[config.mk]
export PLATFORM = sky130hd
export DESIGN_NAME = sync_fifo_param_flat
export DESIGN_NICKNAME = d
export VERILOG_FILES = /design/src/rtl/sync_fifo_param_if.sv /design/src/rtl/sync_fifo_param.sv /design/src/flat_wrapper.sv
export SDC_FILE = /design/constraint.sdc
export NUM_CORES = 1
export LEC_CHECK = 0
export ABC_AREA = 1
export BUFFER_PORTS_ARGS = -buffer_cell sky130_fd_sc_hd__buf_2
export CORE_MARGIN = 8
export CORE_UTILIZATION = 60
export CTS_CLUSTER_DIAMETER = 80
export DETAILED_ROUTE_END_ITERATION = 10
export PLACE_DENSITY = 0.74
export SKIP_LAST_GASP = 1
export SLEW_MARGIN = 30
export SYNTH_ARGS = -nofsm -noshare
export SYNTH_HDL_FRONTEND = slang
export SYNTH_SLANG_ARGS = --single-unit
[constraint.sdc]
create_clock -name clk -period 5.9 [get_ports clk]
set_input_delay 0.295 -clock clk [delete_from_list [all_inputs] [get_ports clk]]
set_output_delay 0.295 -clock clk [all_outputs]
set_load 0.01 [all_outputs]
[src/rtl/sync_fifo_param_if.sv]
// Handshake and status bundle for sync_fifo_param.
// The master drives the requests; the slave (the FIFO) drives the data and status.
interface sync_fifo_param_if #(
  parameter int WIDTH = 8,
  parameter int DEPTH = 16
);
  localparam int CW = $clog2(DEPTH) + 1;

  logic             i_wr_en;
  logic [WIDTH-1:0] i_data_in;
  logic             i_rd_en;
  logic             i_err_clr;

  logic [WIDTH-1:0] o_data_out;
  logic             o_rd_valid;
  logic             o_full;
  logic             o_empty;
  logic             o_almost_full;
  logic             o_almost_empty;
  logic [CW-1:0]    o_count;
  logic             o_overflow;
  logic             o_underflow;

  modport master (
    output i_wr_en, i_data_in, i_rd_en, i_err_clr,
    input  o_data_out, o_rd_valid, o_full, o_empty, o_almost_full,
           o_almost_empty, o_count, o_overflow, o_underflow
  );

  modport slave (
    input  i_wr_en, i_data_in, i_rd_en, i_err_clr,
    output o_data_out, o_rd_valid, o_full, o_empty, o_almost_full,
           o_almost_empty, o_count, o_overflow, o_underflow
  );
endinterface

[src/rtl/sync_fifo_param.sv]
// Parametrised single-clock FIFO with occupancy, almost flags, sticky errors
// and a selectable registered or first-word-fall-through read port.
module sync_fifo_param #(
  parameter int WIDTH    = 8,
  parameter int DEPTH    = 16,
  parameter int AF_LEVEL = DEPTH - 2,
  parameter int AE_LEVEL = 2,
  parameter int FWFT     = 0
) (
  input logic              clk,
  input logic              rst,
  sync_fifo_param_if.slave io_fifo
);
  localparam int AW = $clog2(DEPTH);
  localparam int CW = AW + 1;
  localparam logic [CW-1:0] C_DEPTH = CW'(DEPTH);
  localparam logic [CW-1:0] C_AF    = CW'(AF_LEVEL);
  localparam logic [CW-1:0] C_AE    = CW'(AE_LEVEL);

  logic [WIDTH-1:0] r_mem [DEPTH];
  logic [AW-1:0]    r_wr_ptr;
  logic [AW-1:0]    r_rd_ptr;
  logic [CW-1:0]    r_count;
  logic             r_overflow;
  logic             r_underflow;

  logic w_full;
  logic w_empty;
  logic w_wr_acc;
  logic w_rd_acc;

  // Status flags decode the count register only, so they never see input glitches.
  always_comb begin
    w_full   = (r_count == C_DEPTH);
    w_empty  = (r_count == '0);
    w_wr_acc = io_fifo.i_wr_en & ~w_full;
    w_rd_acc = io_fifo.i_rd_en & ~w_empty;
  end

  always_ff @(posedge clk) begin
    if (w_wr_acc) begin
      r_mem[r_wr_ptr] <= io_fifo.i_data_in;
    end
  end

  always_ff @(posedge clk) begin
    if (rst) begin
      r_wr_ptr <= '0;
      r_rd_ptr <= '0;
      r_count  <= '0;
    end else begin
      if (w_wr_acc) begin
        r_wr_ptr <= r_wr_ptr + AW'(1);
      end
      if (w_rd_acc) begin
        r_rd_ptr <= r_rd_ptr + AW'(1);
      end
      case ({w_wr_acc, w_rd_acc})
        2'b10:   r_count <= r_count + CW'(1);
        2'b01:   r_count <= r_count - CW'(1);
        default: r_count <= r_count;
      endcase
    end
  end

  // A new error in the same cycle as err_clr keeps the flag set.
  always_ff @(posedge clk) begin
    if (rst) begin
      r_overflow  <= 1'b0;
      r_underflow <= 1'b0;
    end else begin
      r_overflow  <= (io_fifo.i_wr_en & w_full)  | (r_overflow  & ~io_fifo.i_err_clr);
      r_underflow <= (io_fifo.i_rd_en & w_empty) | (r_underflow & ~io_fifo.i_err_clr);
    end
  end

  generate
    if (FWFT != 0) begin : g_fwft
      assign io_fifo.o_data_out = w_empty ? '0 : r_mem[r_rd_ptr];
      assign io_fifo.o_rd_valid = ~w_empty;
    end else begin : g_std
      logic [WIDTH-1:0] r_data_out;
      logic             r_rd_valid;

      always_ff @(posedge clk) begin
        if (rst) begin
          r_data_out <= '0;
          r_rd_valid <= 1'b0;
        end else begin
          r_rd_valid <= w_rd_acc;
          if (w_rd_acc) begin
            r_data_out <= r_mem[r_rd_ptr];
          end
        end
      end

      assign io_fifo.o_data_out = r_data_out;
      assign io_fifo.o_rd_valid = r_rd_valid;
    end
  endgenerate

  assign io_fifo.o_full         = w_full;
  assign io_fifo.o_empty        = w_empty;
  assign io_fifo.o_almost_full  = (r_count >= C_AF);
  assign io_fifo.o_almost_empty = (r_count <= C_AE);
  assign io_fifo.o_count        = r_count;
  assign io_fifo.o_overflow     = r_overflow;
  assign io_fifo.o_underflow    = r_underflow;
endmodule
[src/flat_wrapper.sv]
// flat-port wrapper written by rule: the top's interface ports become plain ports
module sync_fifo_param_flat 
#(
  parameter int WIDTH    = 8,
  parameter int DEPTH    = 16,
  parameter int AF_LEVEL = DEPTH - 2,
  parameter int AE_LEVEL = 2,
  parameter int FWFT     = 0
)
  (clk, rst, io_fifo_i_wr_en, io_fifo_i_data_in, io_fifo_i_rd_en, io_fifo_i_err_clr, io_fifo_o_data_out, io_fifo_o_rd_valid, io_fifo_o_full, io_fifo_o_empty, io_fifo_o_almost_full, io_fifo_o_almost_empty, io_fifo_o_count, io_fifo_o_overflow, io_fifo_o_underflow);
  sync_fifo_param_if #(.WIDTH(WIDTH), .DEPTH(DEPTH)) io_fifo_i ();
  input logic clk;
  input logic rst;
  input wire logic [$bits(io_fifo_i.i_wr_en)-1:0] io_fifo_i_wr_en;
  input wire logic [$bits(io_fifo_i.i_data_in)-1:0] io_fifo_i_data_in;
  input wire logic [$bits(io_fifo_i.i_rd_en)-1:0] io_fifo_i_rd_en;
  input wire logic [$bits(io_fifo_i.i_err_clr)-1:0] io_fifo_i_err_clr;
  output wire logic [$bits(io_fifo_i.o_data_out)-1:0] io_fifo_o_data_out;
  output wire logic [$bits(io_fifo_i.o_rd_valid)-1:0] io_fifo_o_rd_valid;
  output wire logic [$bits(io_fifo_i.o_full)-1:0] io_fifo_o_full;
  output wire logic [$bits(io_fifo_i.o_empty)-1:0] io_fifo_o_empty;
  output wire logic [$bits(io_fifo_i.o_almost_full)-1:0] io_fifo_o_almost_full;
  output wire logic [$bits(io_fifo_i.o_almost_empty)-1:0] io_fifo_o_almost_empty;
  output wire logic [$bits(io_fifo_i.o_count)-1:0] io_fifo_o_count;
  output wire logic [$bits(io_fifo_i.o_overflow)-1:0] io_fifo_o_overflow;
  output wire logic [$bits(io_fifo_i.o_underflow)-1:0] io_fifo_o_underflow;
  assign io_fifo_i.i_wr_en = io_fifo_i_wr_en;
  assign io_fifo_i.i_data_in = io_fifo_i_data_in;
  assign io_fifo_i.i_rd_en = io_fifo_i_rd_en;
  assign io_fifo_i.i_err_clr = io_fifo_i_err_clr;
  assign io_fifo_o_data_out = io_fifo_i.o_data_out;
  assign io_fifo_o_rd_valid = io_fifo_i.o_rd_valid;
  assign io_fifo_o_full = io_fifo_i.o_full;
  assign io_fifo_o_empty = io_fifo_i.o_empty;
  assign io_fifo_o_almost_full = io_fifo_i.o_almost_full;
  assign io_fifo_o_almost_empty = io_fifo_i.o_almost_empty;
  assign io_fifo_o_count = io_fifo_i.o_count;
  assign io_fifo_o_overflow = io_fifo_i.o_overflow;
  assign io_fifo_o_underflow = io_fifo_i.o_underflow;
  sync_fifo_param #(.WIDTH(WIDTH), .DEPTH(DEPTH), .AF_LEVEL(AF_LEVEL), .AE_LEVEL(AE_LEVEL), .FWFT(FWFT)) u_core (.clk(clk), .rst(rst), .io_fifo(io_fifo_i));
endmodule
==> impl_metrics.ini, run 1 <==
[run_status]
status = finished clean

[drt]
drt-wirelength-per-cell_um = 17.7
dr.first_iter.drc_count = 508
dr.pass1.iters = 5
drt.antenna.violating_nets = 0
drc = 0
route.detailed.vias_per_inst = 5.43
vias = 4717
totalWireLength_mm = 15.3

[logic_synthesis]
synth_top_cell_area_share_pct = 57.5
synth_area_um2 = 6680
ys_warn_count = 0
synth.top_cells.by_area = sky130_fd_sc_hd__edfxtp_1 58%, sky130_fd_sc_hd__nand2_1 13%, sky130_fd_sc_hd__dfxtp_1 7.2%, sky130_fd_sc_hd__nand3_1 7.0%, sky130_fd_sc_hd__inv_1 5.2%
most_area_hungry_cell_type_in_the_yosys_netlist = sky130_fd_sc_hd__edfxtp_1
synth_seq_cells = 152
synth_cell_type_count = 28
postSynthCellCount = 691
synth.avg_cell_area_um2 = 9.67
synth_seq_area_share_pct = 64.7
synthesis.nets = 713

[floorplanning]
die_height_um = 122
floorplan.initialDensity_pct = 61.7
core_region_area_um2 = 10800
num_io_pins = 33
num_rows = 38
width_of_the_die_um = 122
die_area_um2 = 14800

[worst_setup_path]
critPathArrivalTime_ps = 2820
cp_slowest_stage_delay_ps = 430
critPathMostFrequentCell = sky130_fd_sc_hd__nand2_1
setup.worst_path.start_class = flop
timing.critical_path.depth = 14
critical_path.slowest_cell = sky130_fd_sc_hd__dfxtp_1
worstSetupPathType = reg2reg
critPathBufInv = 3
worstPathRequired_ps = 6290
timing.critical_path.to_type = flop
ff2ff_path_depth = 14
critical_path.top_delay_family = simple AND/OR/NAND/NOR gates
path_max_fanout = 20
critical_path.cell_chain = inv_1 -> nand4_1 -> nand2_2 -> inv_4 -> ha_1 -> xor2_1 -> ha_1 -> inv_1 -> nand2_1 -> nand3_1 -> nand3b_1 -> nand2_1 -> nand2_1 -> a21oi_1

[worst_hold_path]
worstHoldPathCells = 3
holdCritPathClass = in2reg

[clocking]
cts_hold_buf = 0
clk_latency_ps = 530
tritoncts = yes
cts_max_path_buffers = 2
cts_made_buffers = 17
post_cts.resized_instances = 0
clk_pin_slew_worst_paths_ps = 60
clock_tree.htree_level_count = 4
ctsRootBufferMaster = sky130_fd_sc_hd__clkbuf_8
cts_post_setup_buffers_inserted = 0
clock-sinks = 152

[layout]
layout.nets = 737
finish.instance_area_um2 = 7460
finalNonFillerCells = 868
insertedDiodeCount = 0
multi_input_comb_area_um2 = 1830
final_layout_size_suffix_gt1_share_pct = 9.89
synthToLayoutAreaGrowth_pct = 11.6
fin_util_pct = 68.8
fillerInstances = 805
layout.area.seq_um2 = 4330

[global_routing]
grt_first_pass_wirelength_mm = 24.0
grt.overflow.total = 0
via_count_of_the_first_global_routing_pass = 4664
antenna_found_initial = 0
gr-usage-all-layers_pct = 21.6
largest_net_degree_at_the_start_of_global_routing = 69

[timing]
grt_setup_unrepaired = false
setup_viol = 0
hold_slack_ps = 50.4
fin_skew_ps = 8.06
tightestPinTransition_ps = 903
hold_viol_final = 0
relSlewSlack_pct = 39.6
max_freq_mhz = 412
setup-tns-final_ps = 0
fin_ws_ps = 3470
layout_min_cycle_time_ps = 2430
layout_worst_path_cycle_share_pct = 41.1
drv_slew = 0

[power]
worst_ir_drop_vdd_mv = 0.200
power_dens_cells_nw_per_um2 = 429
final_total_power_mw = 3.20
power.leakage_nw = 3.23

[placement]
place_area_um2 = 6880
place_worst_setup_slack_ps = 3520
dp.final_hpwl_mm = 9.75
numPortBuffers = 32
place_inst = 836
globalplace.congestion = 0.912

[job]
maxcap_violations = 0
flip-flops by register name, summed over array words and instances, names as in the netlist:
signal                      count
u_core.r_wr_ptr                 4
u_core.io_fifo.o_overflow       1
u_core.r_mem                  128
u_core.io_fifo.o_underflow      1
u_core.io_fifo.o_rd_valid       1
u_core.io_fifo.o_data_out       8
u_core.io_fifo.o_count          5
u_core.r_rd_ptr                 4
area by class of cell:
cell class | instances | share of cell area (%)
Timing Repair Buffer | 34 | 2.35
Sequential cell | 152 | 58.0
Clock inverter | 13 | 2.06
Clock buffer | 19 | 5.65
Tap cell | 140 | 2.35
Inverter | 99 | 5.05
Multi-Input combinational cell | 411 | 24.5
logic make-up after synthesis:
kind of cell	after synthesis	share of synthesized area [%]
and+or+nand+nor	378	23.4
xor gates and xnor gates	5	0.655
AOI/OAI and AO/OA	19	1.65
DFF	152	64.7
buffers and inverters	128	7.92
adders and majority gates	9	1.68
final timing paths:
| path | start | slack (ps) | end |
|---|---|---|---|
| min | io_fifo_i_rd_en | 50 | u_core.io_fifo.o_underflow$_SDFF_PP0_ |
| max | u_core.io_fifo.o_count[0]$_SDFFE_PP0P_ | 3470 | u_core.io_fifo.o_count[4]$_SDFFE_PP0P_ |
| max reg2reg | u_core.io_fifo.o_count[0]$_SDFFE_PP0P_ | 3470 | u_core.io_fifo.o_count[4]$_SDFFE_PP0P_ |
| min reg2reg | u_core.io_fifo.o_underflow$_SDFF_PP0_ | 480 | u_core.io_fifo.o_underflow$_SDFF_PP0_ |
Yosys cell counts:
cell,count
sky130_fd_sc_hd__nor2_2,1
sky130_fd_sc_hd__buf_4,8
sky130_fd_sc_hd__a21oi_1,11
sky130_fd_sc_hd__clkbuf_1,5
sky130_fd_sc_hd__nand3_1,94
sky130_fd_sc_hd__buf_2,13
sky130_fd_sc_hd__nand2_2,3
sky130_fd_sc_hd__nand2_1,237
sky130_fd_sc_hd__nor2_1,37
sky130_fd_sc_hd__xor2_1,4
sky130_fd_sc_hd__edfxtp_1,128
sky130_fd_sc_hd__buf_1,3
sky130_fd_sc_hd__inv_2,3
sky130_fd_sc_hd__o21ai_0,2
sky130_fd_sc_hd__nor3b_1,2
sky130_fd_sc_hd__clkinv_1,2
sky130_fd_sc_hd__o31ai_1,1
sky130_fd_sc_hd__o21bai_1,1
sky130_fd_sc_hd__dfxtp_1,24
sky130_fd_sc_hd__nor3_1,1
sky130_fd_sc_hd__inv_1,93
sky130_fd_sc_hd__xnor2_1,1
sky130_fd_sc_hd__a211oi_1,3
sky130_fd_sc_hd__a21boi_0,1
sky130_fd_sc_hd__ha_1,9
sky130_fd_sc_hd__nand3b_1,1
sky130_fd_sc_hd__inv_4,1
sky130_fd_sc_hd__nand4_1,2
power breakdown:
| part | leakage [nW] | switching, mW | total [mW] | internal, mW |
|---|---|---|---|---|
| combinational | 1.61 | 0.600 | 0.856 | 0.257 |
| sequential | 1.35 | 0.0536 | 1.29 | 1.24 |
| clock | 0.265 | 0.416 | 1.06 | 0.640 |
| total | 3.23 | 1.07 | 3.20 | 2.13 |
cells in the final DEF, fill, tap and decap left out, types with 2 or more instances in the layout:
cell type	instances
sky130_fd_sc_hd__nand2_1	237
sky130_fd_sc_hd__edfxtp_1	128
sky130_fd_sc_hd__nand3_1	94
sky130_fd_sc_hd__inv_1	92
sky130_fd_sc_hd__nor2_1	37
sky130_fd_sc_hd__buf_2	32
sky130_fd_sc_hd__dfxtp_1	23
sky130_fd_sc_hd__clkbuf_16	16
sky130_fd_sc_hd__a21oi_1	11
sky130_fd_sc_hd__ha_1	9
sky130_fd_sc_hd__clkinvlp_4	5
sky130_fd_sc_hd__xor2_1	4
sky130_fd_sc_hd__clkinv_1	4
sky130_fd_sc_hd__inv_2	3
sky130_fd_sc_hd__nand2_2	3
sky130_fd_sc_hd__a211oi_1	3
sky130_fd_sc_hd__bufinv_16	3
sky130_fd_sc_hd__nand4_1	2
sky130_fd_sc_hd__inv_4	2
sky130_fd_sc_hd__o21ai_0	2
sky130_fd_sc_hd__nor3b_1	2
sky130_fd_sc_hd__clkinv_2	2
sky130_fd_sc_hd__clkbuf_1	2
sky130_fd_sc_hd__buf_4	2
worst min-delay path, stage by stage:
cell and delay, ps:
sky130_fd_sc_hd__buf_2 110, sky130_fd_sc_hd__nand2_1 60, sky130_fd_sc_hd__a21oi_1 60
layer usage:
| metal | global-route usage (%) | wire, µm | up-vias | part of all wire [%] |
|---|---|---|---|---|
| met5 | 0 | 0 | - | 0 |
| met4 | 9.87 | 374 | 0 | 2.4 |
| met3 | 6.76 | 1160 | 34 | 7.6 |
| met2 | 35.4 | 7680 | 192 | 50 |
| met1 | 25.7 | 6120 | 2210 | 40 |
| li1 | - | - | 2281 | - |
No activity file was read; power rests on OpenSTA's default activity.
==> run 2, diff against run 1 <==
CORE_UTILIZATION = 55   (was 60)
PLACE_DENSITY = 0.72   (was 0.74)
clock period = 2.2 ns   (was 5.9 ns; I/O delays follow)
==> run 2 against run 1 <==
Against the previous run: non-clock buffer count increased by 27; sequential cell count unchanged; sequential share of layout area decreased by 1.4 points; global-route usage is 2.1 points lower; die area is 7.9% higher; highest routed layer unchanged; setup slack got worse by 3400 ps; register-to-register slack got worse by 3400 ps; clock power rose by 140%; first-iteration DRC count decreased by 32%; critical path depth stayed put.
==> impl_metrics.ini, run 2 (synthesis results as in run 1) <==
[run_status]
status = finished clean

[drt]
drt-wirelength-per-cell_um = 16.4
totalWireLength_mm = 14.7
dr.first_iter.drc_count = 346
drc = 0
drt.antenna.violating_nets = 0
vias = 4702
route.detailed.vias_per_inst = 5.23
dr.pass1.iters = 5

[clocking]
clock-sinks = 152
cts_max_path_buffers = 2
clock_tree.htree_level_count = 4
ctsRootBufferMaster = sky130_fd_sc_hd__clkbuf_16
clk_pin_slew_worst_paths_ps = 60
cts_made_buffers = 17
tritoncts = yes
clk_latency_ps = 420

[timing]
layout_min_cycle_time_ps = 2080
hold_viol_final = 0
tightestPinTransition_ps = 704
fin_skew_ps = 4.87
relSlewSlack_pct = 53.0
drv_slew = 0
fin_ws_ps = 120
hold_slack_ps = 82.3
max_freq_mhz = 481
setup_viol = 0
layout_worst_path_cycle_share_pct = 94.6

[worst_setup_path]
worstReg2RegEnd = u_core.io_fifo.o_count[3]$_SDFFE_PP0P_
critPathArrivalTime_ps = 2400
crit_end = u_core.io_fifo.o_count[3]$_SDFFE_PP0P_
timing.critical_path.to_type = flop
ff2ff_path_depth = 14
regToRegSetupSlack_ps = 120
rr_startpoint = u_core.io_fifo.o_count[3]$_SDFFE_PP0P_
worstSetupPathType = reg2reg
path_max_fanout = 19
worstSetupStartpoint = u_core.io_fifo.o_count[3]$_SDFFE_PP0P_
setup.worst_path.start_class = flop
worstPathRequired_ps = 2520

[power]
internal_power_mw = 5.64
clock_power_share_pct = 30.3
power.leakage_nw = 3.35
switchingPower_mw = 2.72
power_dens_cells_nw_per_um2 = 1090
worst_ir_drop_vdd_mv = 0.656
power.share.switching_pct = 32.5
power_frac_comb_pct = 28.6
power.sequential.fraction_pct = 41.2

[layout]
fillerInstances = 958
largest-register = u_core.r_mem
largest_reg_flops = 128
synthToLayoutAreaGrowth_pct = 14.4
mostFrequentLayoutCell = sky130_fd_sc_hd__nand2_1
multi_input_comb_area_um2 = 1860
layout.area.seq_um2 = 4330
insertedDiodeCount = 0
layout_common_cells = 237 x sky130_fd_sc_hd__nand2_1, 128 x sky130_fd_sc_hd__edfxtp_1, 94 x sky130_fd_sc_hd__nand3_1
final_layout_size_suffix_gt1_share_pct = 12.4
finalNonFillerCells = 899
layout.nets = 764

[global_routing]
largest_net_degree_at_the_start_of_global_routing = 68
via_count_of_the_first_global_routing_pass = 4631
gr-usage-all-layers_pct = 19.5
antenna_found_initial = 0
grt_first_pass_wirelength_mm = 23.7
grt.overflow.total = 0

[floorplanning]
die_height_um = 126
num_rows = 40
core_region_area_um2 = 12000
width_of_the_die_um = 126
floorplan.initialDensity_pct = 55.9
die_area_um2 = 15900
num_io_pins = 33

[placement]
place_worst_setup_slack_ps = 89.1
globalplace.congestion = 0.818
numPortBuffers = 32
place_inst = 865
dp.final_hpwl_mm = 9.31

[job]
maxcap_violations = 0

[worst_hold_path]
holdCritPathClass = in2reg
## run 2: power groups by stage
| stage | registers, mW | logic, mW | clock network, mW |
|---|---|---|---|
| after global routing | 3.46 | 2.68 | 2.68 |
| after CTS | 3.43 | 2.32 | 2.57 |
| after global placement | 3.48 | 2.26 | 0 |
| final | 3.44 | 2.39 | 2.53 |
| after floorplan | 3.53 | 1.59 | 0 |
| after detailed placement | 3.49 | 2.30 | 0 |
## run 2: stage by stage
stage                     power [mW]  util (%)  setup TNS (ps)  area (µm²)
final                           8.36      63.9               0        7650
after global routing            8.82      63.9           -17.1        7650
after CTS                       8.32      63.5               0        7600
after detailed placement        5.79      59.1               0        7070
after global placement          5.74      59.1               0        7070
after floorplan                 5.11         -               0        6680
## run 2: timing repair
item	4_1_cts	5_1_grt
setup buffers	0	2
endpoints found under the hold margin	2	0
resized for setup	0	6
hold buffers	3	0
endpoints found under the setup margin	0	3
## run 2: worst max-delay path, stage by stage (launching register included)
cell and delay (ps):
sky130_fd_sc_hd__dfxtp_2 350, sky130_fd_sc_hd__nor2_2 180, sky130_fd_sc_hd__nand4_1 160, sky130_fd_sc_hd__nand2_2 120, sky130_fd_sc_hd__inv_4 50, sky130_fd_sc_hd__buf_4 190, sky130_fd_sc_hd__ha_1 230, sky130_fd_sc_hd__nand2_1 90
sky130_fd_sc_hd__inv_1 40, sky130_fd_sc_hd__a21boi_0 250, sky130_fd_sc_hd__nand2_1 80, sky130_fd_sc_hd__nand2_1 60, sky130_fd_sc_hd__nand3_1 70, sky130_fd_sc_hd__nand2_1 60, sky130_fd_sc_hd__inv_1 50
## run 2: layout make-up
| cell class | count | share of cell area, % |
|---|---|---|
| Multi-Input combinational cell | 411 | 24.4 |
| Clock inverter | 8 | 0.769 |
| Clock buffer | 21 | 5.76 |
| Inverter | 99 | 4.89 |
| Sequential cell | 152 | 56.6 |
| Timing Repair Buffer | 61 | 5.20 |
| Tap cell | 147 | 2.41 |
## run 2: how the worst min path moves through the flow
stage	from	endpoint	slack [ps]	depth (start not counted)
2_1_floorplan	io_fifo_i_data_in[0]	u_core.r_mem[0][0]$_DFFE_PP_	210	0
5_1_grt	io_fifo_i_data_in[4]	u_core.r_mem[11][4]$_DFFE_PP_	80	1
3_3_place_gp	io_fifo_i_err_clr	u_core.io_fifo.o_overflow$_SDFF_PP0_	380	4
4_1_cts	io_fifo_i_data_in[4]	u_core.r_mem[2][4]$_DFFE_PP_	70	1
6_report	io_fifo_i_data_in[4]	u_core.r_mem[2][4]$_DFFE_PP_	80	1
3_5_place_dp	io_fifo_i_err_clr	u_core.io_fifo.o_underflow$_SDFF_PP0_	400	4
## run 2: metal layers
| layer | vias to the layer above | track usage, % | wire length [µm] |
|---|---|---|---|
| li1 | 2323 | - | - |
| met5 | - | 0 | 0 |
| met1 | 2205 | 23.7 | 6200 |
| met2 | 152 | 32.2 | 7340 |
| met4 | 0 | 9.27 | 264 |
| met3 | 22 | 4.64 | 904 |
